--- config.mk ---
export PLATFORM = sky130hd
export DESIGN_NAME = operand_skew_feeder
export DESIGN_NICKNAME = d
export VERILOG_FILES = /design/src/rtl/operand_skew_feeder_pkg.sv /design/src/rtl/operand_skew_feeder_sync_fifo.sv /design/src/rtl/operand_skew_feeder.sv
export SDC_FILE = /design/constraint.sdc
export NUM_CORES = 1
export LEC_CHECK = 0
export BUFFER_PORTS_ARGS = -buffer_cell sky130_fd_sc_hd__buf_2
export CAP_MARGIN = 20
export CELL_PAD_IN_SITES_DETAIL_PLACEMENT = 2
export CELL_PAD_IN_SITES_GLOBAL_PLACEMENT = 2
export CORE_ASPECT_RATIO = 1.5
export CORE_UTILIZATION = 45
export DETAILED_ROUTE_END_ITERATION = 16
export GPL_ROUTABILITY_DRIVEN = 0
export PLACE_DENSITY_LB_ADDON = 0.08
export RECOVER_POWER = 100
export SYNTH_ARGS = -nofsm -noshare
export SYNTH_HDL_FRONTEND = slang
export SYNTH_HIERARCHICAL = 1
export SYNTH_SLANG_ARGS = --single-unit
--- constraint.sdc ---
create_clock -name CK -period 5.2 [get_ports CK]
set_input_delay 1.04 -clock CK [delete_from_list [all_inputs] [get_ports CK]]
set_output_delay 1.04 -clock CK [all_outputs]
set_load 0.02 [all_outputs]
--- src/rtl/operand_skew_feeder_pkg.sv ---
// operand_skew_feeder_pkg: shared defaults, op record and width helpers for the skew feeder
package operand_skew_feeder_pkg;
    localparam int W_DEF     = 4;
    localparam int TAGW_DEF  = 2;
    localparam int DEPTH_DEF = 4;

    typedef struct packed {
        logic [W_DEF-1:0]    a;
        logic [W_DEF-1:0]    b;
        logic                cin;
        logic [TAGW_DEF-1:0] tag;
    } op_t;

    function automatic int clog2(input int n);
        int r = 0;
        while ((1 << r) < n) r++;
        return r;
    endfunction

    function automatic int op_w(input int w, input int tagw);
        return 2 * w + 1 + tagw;
    endfunction

    // Slice k keeps bits [w-1:k] of its op, so the triangle packs slices back to back
    function automatic int tri_off(input int w, input int k);
        return k * w - k * (k - 1) / 2;
    endfunction
endpackage

--- src/rtl/operand_skew_feeder_sync_fifo.sv ---
// operand_skew_feeder_sync_fifo: DEPTH-entry FIFO with registered count, full and empty
module operand_skew_feeder_sync_fifo
    import operand_skew_feeder_pkg::*;
#(
    parameter int DW    = 11,
    parameter int DEPTH = 4
) (
    input  logic          CK,
    input  logic          RST,
    input  logic          push_i,
    input  logic [DW-1:0] wdata_i,
    input  logic          pop_i,
    output logic [DW-1:0] rdata_o,
    output logic          full_o,
    output logic          empty_o
);
    localparam int AW = clog2(DEPTH);
    localparam int CW = clog2(DEPTH + 1);

    logic [DW-1:0] mem_q [DEPTH];
    logic [AW-1:0] wp_q, rp_q;
    logic [CW-1:0] cnt_q, cnt_d;
    logic          full_q, empty_q;
    logic          do_push, do_pop;

    assign do_push = push_i && !full_q;
    assign do_pop  = pop_i && !empty_q;
    assign cnt_d   = cnt_q + CW'(do_push) - CW'(do_pop);
    assign rdata_o = mem_q[rp_q];
    assign full_o  = full_q;
    assign empty_o = empty_q;

    // Pointers wrap naturally because DEPTH is a power of two
    always_ff @(posedge CK) begin
        if (RST) begin
            wp_q    <= '0;
            rp_q    <= '0;
            cnt_q   <= '0;
            full_q  <= 1'b0;
            empty_q <= 1'b1;
        end else begin
            wp_q    <= do_push ? wp_q + AW'(1) : wp_q;
            rp_q    <= do_pop ? rp_q + AW'(1) : rp_q;
            cnt_q   <= cnt_d;
            full_q  <= cnt_d == CW'(DEPTH);
            empty_q <= cnt_d == '0;
        end
    end

    always_ff @(posedge CK) begin
        if (do_push) mem_q[wp_q] <= wdata_i;
    end
endmodule

--- src/rtl/operand_skew_feeder.sv ---
// operand_skew_feeder: buffers operand pairs and feeds them bit-skewed into a carry-registered ripple adder
module operand_skew_feeder
    import operand_skew_feeder_pkg::*;
#(
    parameter int W     = W_DEF,
    parameter int DEPTH = DEPTH_DEF,
    parameter int TAGW  = TAGW_DEF
) (
    input  logic                     CK,
    input  logic                     RST,
    input  logic                     in_valid_i,
    output logic                     in_ready_o,
    input  logic [W-1:0]             in_a_i,
    input  logic [W-1:0]             in_b_i,
    input  logic                     in_cin_i,
    input  logic [TAGW-1:0]          in_tag_i,
    input  logic                     issue_en_i,
    output logic [W-1:0]             a_sk_o,
    output logic [W-1:0]             b_sk_o,
    output logic                     cin_sk_o,
    output logic [W-1:0]             slice_vld_o,
    output logic                     done_o,
    output logic [TAGW-1:0]          done_tag_o,
    output logic [clog2(W+1)-1:0]    in_flight_o
);
    localparam int OW  = op_w(W, TAGW);
    localparam int FW  = clog2(W + 1);
    localparam int TRI = tri_off(W, W);

    logic            full, empty, pop;
    logic [OW-1:0]   head;
    logic [W-1:0]    hd_a, hd_b;
    logic            hd_cin;
    logic [TAGW-1:0] hd_tag;

    operand_skew_feeder_sync_fifo #(.DW(OW), .DEPTH(DEPTH)) u_fifo (
        .CK      (CK),
        .RST     (RST),
        .push_i  (in_valid_i),
        .wdata_i ({in_a_i, in_b_i, in_cin_i, in_tag_i}),
        .pop_i   (pop),
        .rdata_o (head),
        .full_o  (full),
        .empty_o (empty)
    );

    assign pop = issue_en_i && !empty;
    assign {hd_a, hd_b, hd_cin, hd_tag} = head;
    assign in_ready_o = !full;

    logic [TRI-1:0]    a_tri_q, a_tri_d, b_tri_q, b_tri_d;
    logic              cin_q, cin_d;
    logic [W-1:0]      vld_q, vld_d;
    logic [W*TAGW-1:0] tag_q, tag_d;
    logic [FW-1:0]     flight_q, flight_d;

    // Bubbles load zero operands so a slice with no op never generates a carry
    for (genvar k = 0; k < W; k++) begin : g_slice
        if (k == 0) begin : g_issue
            assign a_tri_d[W-1:0] = pop ? hd_a : '0;
            assign b_tri_d[W-1:0] = pop ? hd_b : '0;
        end else begin : g_skew
            assign a_tri_d[tri_off(W, k) +: W-k] = a_tri_q[tri_off(W, k-1)+1 +: W-k];
            assign b_tri_d[tri_off(W, k) +: W-k] = b_tri_q[tri_off(W, k-1)+1 +: W-k];
        end
        assign a_sk_o[k] = a_tri_q[tri_off(W, k)];
        assign b_sk_o[k] = b_tri_q[tri_off(W, k)];
    end

    assign cin_d = pop && hd_cin;
    assign vld_d = {vld_q[W-2:0], pop};
    assign tag_d = {tag_q[(W-1)*TAGW-1:0], pop ? hd_tag : {TAGW{1'b0}}};

    always_comb begin
        flight_d = '0;
        for (int k = 0; k < W; k++) flight_d = flight_d + FW'(vld_d[k]);
    end

    always_ff @(posedge CK) begin
        if (RST) begin
            a_tri_q  <= '0;
            b_tri_q  <= '0;
            cin_q    <= 1'b0;
            vld_q    <= '0;
            tag_q    <= '0;
            flight_q <= '0;
        end else begin
            a_tri_q  <= a_tri_d;
            b_tri_q  <= b_tri_d;
            cin_q    <= cin_d;
            vld_q    <= vld_d;
            tag_q    <= tag_d;
            flight_q <= flight_d;
        end
    end

    assign cin_sk_o    = cin_q;
    assign slice_vld_o = vld_q;
    assign done_o      = vld_q[W-1];
    assign done_tag_o  = tag_q[W*TAGW-1 -: TAGW];
    assign in_flight_o = flight_q;
endmodule

**Word-level counts from Yosys, hierarchy flattened**

Memories as Yosys holds them, arrays and structs flattened. A register that Yosys moved wholly into a read port is not among the register bits.
Cells that the tools add are included.

- Memories kept: 1
- Bits of input ports: 15
- Register bits after elaboration: 45
- RAM bits: 44
- Output and inout port bits: 20

- Reduce and logical (&&, ||, !) cells: 8
- Add/sub/neg operators: 7
- Bitwise logic cells: 1
- Multiplexer cells: 4
- Equality and inequality tests: 1

Memory list:

| name | words | width | rd ports | clocked after Yosys merged registers in | write ports | line | text |
|---|---|---|---|---|---|---|---|
| u_fifo.mem_q | 4 | 11 | 1 | 1 | 1 | operand_skew_feeder_sync_fifo.sv:20 | `logic [DW-1:0] mem_q [DEPTH];` |

Operators by type and width:

| kind | count |
|---|---|
| $add A3 B1 Y3 | 2 |
| $add A2 B1 Y2 const B | 2 |
| $logic_and A1 B1 Y1 | 4 |
| $mux W2 | 2 |
| $add A2 B1 Y3 | 1 |
| $eq A3 B3 Y1 const B | 1 |
| $logic_not A3 Y1 | 1 |
| $sub A3 B1 Y3 | 1 |
| $add A1 B1 Y2 | 1 |
| $logic_not A1 Y1 | 2 |
| $mux W1 | 2 |
| $reduce_or A2 Y1 | 1 |
| $not A1 Y1 | 1 |

**Depth between registers and ports, before layout**

- Word-level depth: 5
- Depth in mapped cells: 11

**Cells and area by module**

The synthesis kept the hierarchy.

Modules (own cells, without submodules):

| module | cells each | times used | area an instance (µm²) |
|---|---|---|---|
| operand_skew_feeder_sync_fifo | 106 | 1 | 2087.0 |
| operand_skew_feeder | 83 | 1 | 1109.8 |

**Least setup slack after synthesis**

OpenSTA, ideal clock, no wires.

- Path type: in2reg
- Start point: in issue_en_i
- End point: reg u_fifo.empty_q (netlist: u_fifo/empty_o)
- Path slack: 2113 ps
- Data arrival time: 2970 ps
- Cell stages on the path: 11
- Library setup time: 116 ps
- Cells stage by stage: clkbuf_1 -> and2b_1 -> nor2b_1 -> ha_1 -> inv_1 -> ha_1 -> inv_1 -> fa_1 -> xor2_1 -> xnor2_1 -> a31o_2

- Word-level cells in the longest chain between the ends: 4

RTL lines:

| what | line | text |
|---|---|---|
| from (decl) | operand_skew_feeder.sv:17 | `input logic issue_en_i,` |
| $logic_and A1 B1 Y1 | operand_skew_feeder.sv:47 | `assign pop = issue_en_i && !empty;` |
| named net pop | operand_skew_feeder.sv:30 | `logic full, empty, pop;` |
| $logic_and A1 B1 Y1 | operand_skew_feeder_sync_fifo.sv:27 | `assign do_pop = pop_i && !empty_q;` |
| named net u_fifo.do_pop | operand_skew_feeder_sync_fifo.sv:24 | `logic do_push, do_pop;` |
| $sub A3 B1 Y3 | operand_skew_feeder_sync_fifo.sv:28 | `assign cnt_d = cnt_q + CW'(do_push) - CW'(do_pop);` |
| $logic_not A3 Y1 | operand_skew_feeder_sync_fifo.sv:46 | `empty_q <= cnt_d == '0;` |
| to (signal assigned) | operand_skew_feeder_sync_fifo.sv:40 | `empty_q <= 1'b1;` |
| to (signal assigned) | operand_skew_feeder_sync_fifo.sv:46 |  |
| to (decl) | operand_skew_feeder_sync_fifo.sv:23 | `logic full_q, empty_q;` |

The timed path passes the listed nets, and every way through them passes these cells.
A chain may end at the register's enable or synchronous reset.

**Final worst setup path**

- Start point: in issue_en_i
- End point: reg u_fifo.full_q (netlist: u_fifo/full_o)

- Word-level cells in the longest chain between the ends: 4

RTL lines:

| what | line | text |
|---|---|---|
| $logic_and A1 B1 Y1 | operand_skew_feeder.sv:47 |  |
| named net pop | operand_skew_feeder.sv:30 |  |
| $logic_and A1 B1 Y1 | operand_skew_feeder_sync_fifo.sv:27 |  |
| named net u_fifo.do_pop | operand_skew_feeder_sync_fifo.sv:24 |  |
| $sub A3 B1 Y3 | operand_skew_feeder_sync_fifo.sv:28 |  |
| $eq A3 B3 Y1 | operand_skew_feeder_sync_fifo.sv:45 | `full_q <= cnt_d == CW'(DEPTH);` |
| to (signal assigned) | operand_skew_feeder_sync_fifo.sv:45 |  |
| to (decl) | operand_skew_feeder_sync_fifo.sv:23 |  |

The timed path passes the listed nets, and every way through them passes these cells.

==> summary.md <==
| Metric | Value |
|---|---|
| Status | `finished with violations` |
| Violated checks | `capacitance limit, slew limit` |
| Routed vias | `1588` |
| Critical path class | `in -> reg` |
| Setup TNS | `0 ps` |
| WL per Instance | `18.69 µm` |
| Vias in the first global route | `1754` |
| Mean area per synthesized cell | `16.91 µm²` |
| Max Cap Viol | `1` |
| Root buffer cell | `clkbuf_8` |
| Postcts setup bufs | `0` |
| Net Sw Frac | `0.2555` |
| Skew-Pair Late Insertion Delay | `360 ps` |
| DPL Wire Length | `3731 µm` |
| Worst-Margin Slew | `1768 ps` |
| Post-synthesis sequential area ratio | `0.7076` |
| RSZ-0062 raised after global routing | `false` |
| Worst Path Required | `5430 ps` |
| Num CTS Buffers | `9` |
| Grt ovf | `0` |
| Port Buffers | `34` |
| Layout cells sized above 1 | `0.1572` |
| Starting Density | `0.4666` |
| Initial antenna violation count | `0` |
| Synth area leaders | `edfxtp_1, dfxtp_1, mux4_2` |
| Seq pwr share | `0.543` |
| Drt first pass iters | `6` |
| Int Power | `1235 µW` |
| Slew Limit Fails | `47` |
| P_leak | `0.001260 µW` |
| CP Capture Type | `flip-flop` |
| Chip height | `105.2 µm` |
| Slowest CP cell | `fa_1` |
| Clk sink count | `91` |
| H-tree levels | `3` |
| Die area | `7452 µm²` |
| Fin crit period | `3216 ps` |
| CP Max Fanout | `13` |
| Critical-path cell list | `clkbuf_1 -> and2b_1 -> nor2b_1 -> ha_1 -> inv_1 -> ha_1 -> inv_1 -> fa_1 -> xor2_1 -> xnor2_1 -> nor4b_1` |
| Post_cts resized | `0` |
| Max incr delay on CP | `370 ps` |
| Final worst hold slack | `435.6 ps` |
| Area growth from synthesis to layout | `11.55%` |
| Yosys reg bits | `91` |
| Clock Path Buffers | `2` |
| Hold Buf Count CTS | `0` |
| Final Total Pwr | `1659 µW` |
| Final Hold Violating Endpoints | `0` |
| CP Data Arrival Time | `3440 ps` |
| Final period utilization | `0.6185` |
| Core Region | `6852 µm²` |
| First-pass GRT wire length | `9273 µm` |
| Maximum clock rate | `310.9 MHz` |
| Final ANT Viol Nets | `0` |
| CTS tree | `yes` |
| Total wire length | `5738 µm` |
| Area share of the largest cell type after synthesis | `0.4133` |
| Max VDD drop | `0.0002385 V` |
| PD cells | `465.2 nW/µm²` |
| DIE WIDTH | `70.82 µm` |
| Boundary pin count | `35` |
| Antenna Cells | `0` |
| NetSw | `423.9 µW` |
| Worst Hold Class | `reg -> reg` |
| Critical path's top delay family | `simple AND/OR/NAND/NOR gates` |
| Tot GR Track Use | `0.1754` |
| Syn Inst Count | `189` |
| Max_slew headroom | `-0.1790` |
| Setup-failing EPs final | `0` |
| Clock power frac | `0.303` |
| Post-synth top area cell | `edfxtp_1` |
| Post-synth cell types | `23` |
| DRC violations left | `0` |
| Largest net degree at the start of global routing | `47` |
| Nets@finish | `249` |
| Via-to-Cell Ratio | `5.173` |
| Post-Syn Nets | `214` |
| Buf/Inv on CP | `3` |
| Syn. warnings | `6` |
| Comb pwr share | `0.154` |
| Startpoint type of the worst setup path | `primary input` |
| # rows | `37` |
| Initial DRC count | `85` |
| Reg clk slew, reported paths | `90 ps` |
| Worst Skew | `10.66 ps` |
| Mapped Area | `3197 µm²` |
## cell families (layout without fill, tap and decap cells)
family                   after synthesis  after routing  share of synthesized area
adder cells (fa/ha/maj)               10             10                    0.04384
AND/OR/NAND/NOR                       53             53                     0.1233
buffers and inverters                 17             57                    0.02700
flip-flops                            91             91                     0.7076
AO/OA/AOI/OAI                          1              1                   0.002740
multiplexers                          12             12                    0.08180
XOR/XNOR                               5              5                    0.01370
## area by class of cell
cell class                 instances  area [µm²]
sequential                        91        2262
tap                               78       97.59
timing repair buffer              34       128.9
clock inverter                     5       77.57
fill                             656        3286
inverter                           7       26.28
multi-input combinational         81       842.1
clock buffer                      11       131.4
## per-layer routing
layer	global-route usage	vias up	wire, µm
met4	0.06429	0	93
met3	0.05545	7	177
met5	0	-	0
met2	0.3084	33	3147
li1	-	736	-
met1	0.1971	812	2319
## registers in the layout, summed over array words and instances, names as in the netlist, named ones only
| name | flops |
|---|---|
| a_tri_q | 10 |
| b_tri_q | 10 |
| cin_sk_o | 1 |
| in_flight_o | 3 |
| slice_vld_o | 4 |
| tag_q | 8 |
| u_fifo/cnt_q | 3 |
| u_fifo/empty_o | 1 |
| u_fifo/full_o | 1 |
| u_fifo/mem_q | 44 |
| u_fifo/rp_q | 2 |
| u_fifo/wp_q | 2 |
## synthesized netlist by cell type
cell type and number:
nor2b_1 25, and2_1 4, xnor2_1 3, dfxtp_1 47, mux4_1 1, nor2_1 8, clkbuf_1 4, inv_1 7
buf_2 3, ha_1 8, mux4_2 10, buf_6 2, mux2i_1 1, a31o_2 1, fa_1 2, nand3b_1 1
xor2_1 2, nor4b_2 1, buf_4 1, and2b_1 2, nor3b_1 1, edfxtp_1 44, and4bb_2 11
## layout by cell type, fill, tap and decap left out, drive strengths merged
cell type and count:
and2 4, nor3b 1, nor2 8, nor4b 1
nor2b 25, mux4 11, and4bb 11, buf 1
bufinv 2, clkinvlp 1, xnor2 3, and2b 2
nand3b 1, dfxtp 47, mux2i 1, fa 2
ha 8, inv 7, xor2 2, a31o 1
clkbuf 44, edfxtp 44, clkinv 2
## per-stage QoR
step / setup slack, ps / instance area [µm²] / util / cells
after floorplan: 2113 / 3197 / - / 189
after global placement: 2011 / 3405 / 0.4969 / 291
after detailed placement: 1861 / 3405 / 0.4969 / 291
after CTS: 2211 / 3613 / 0.5274 / 307
after global routing: 1719 / 3566 / 0.5205 / 307
final: 1984 / 3566 / 0.5205 / 307
## power by group through the flow
stage / logic [µW] / registers, µW / clock network (µW)
finish: 256 / 900 / 503
global route: 287 / 913 / 539
CTS: 274 / 903 / 519
detailed placement: 267 / 917 / 0
global placement: 244 / 907 / 0
floorplan: 201 / 897 / 0
## worst reg2reg max path, delay by kind of cell, from the launching register on
kind | cells | cell delay, ps
simple gates | 3 | 770
xor+xnor | 2 | 340
buf+inv | 2 | 120
fa+ha+maj | 3 | 810
flops | 1 | 570
## final timing paths
path	start	to	cells after the start	slack, ps
worst max-delay path	issue_en_i	u_fifo/full_o	11	1980
worst min register to register	tag_q[0]	tag_q[2]	1	440
worst max register to register	u_fifo/empty_o	u_fifo/full_o	10	2470
worst min-delay path	tag_q[0]	tag_q[2]	1	440
No activity file was read; power rests on OpenSTA's default activity.
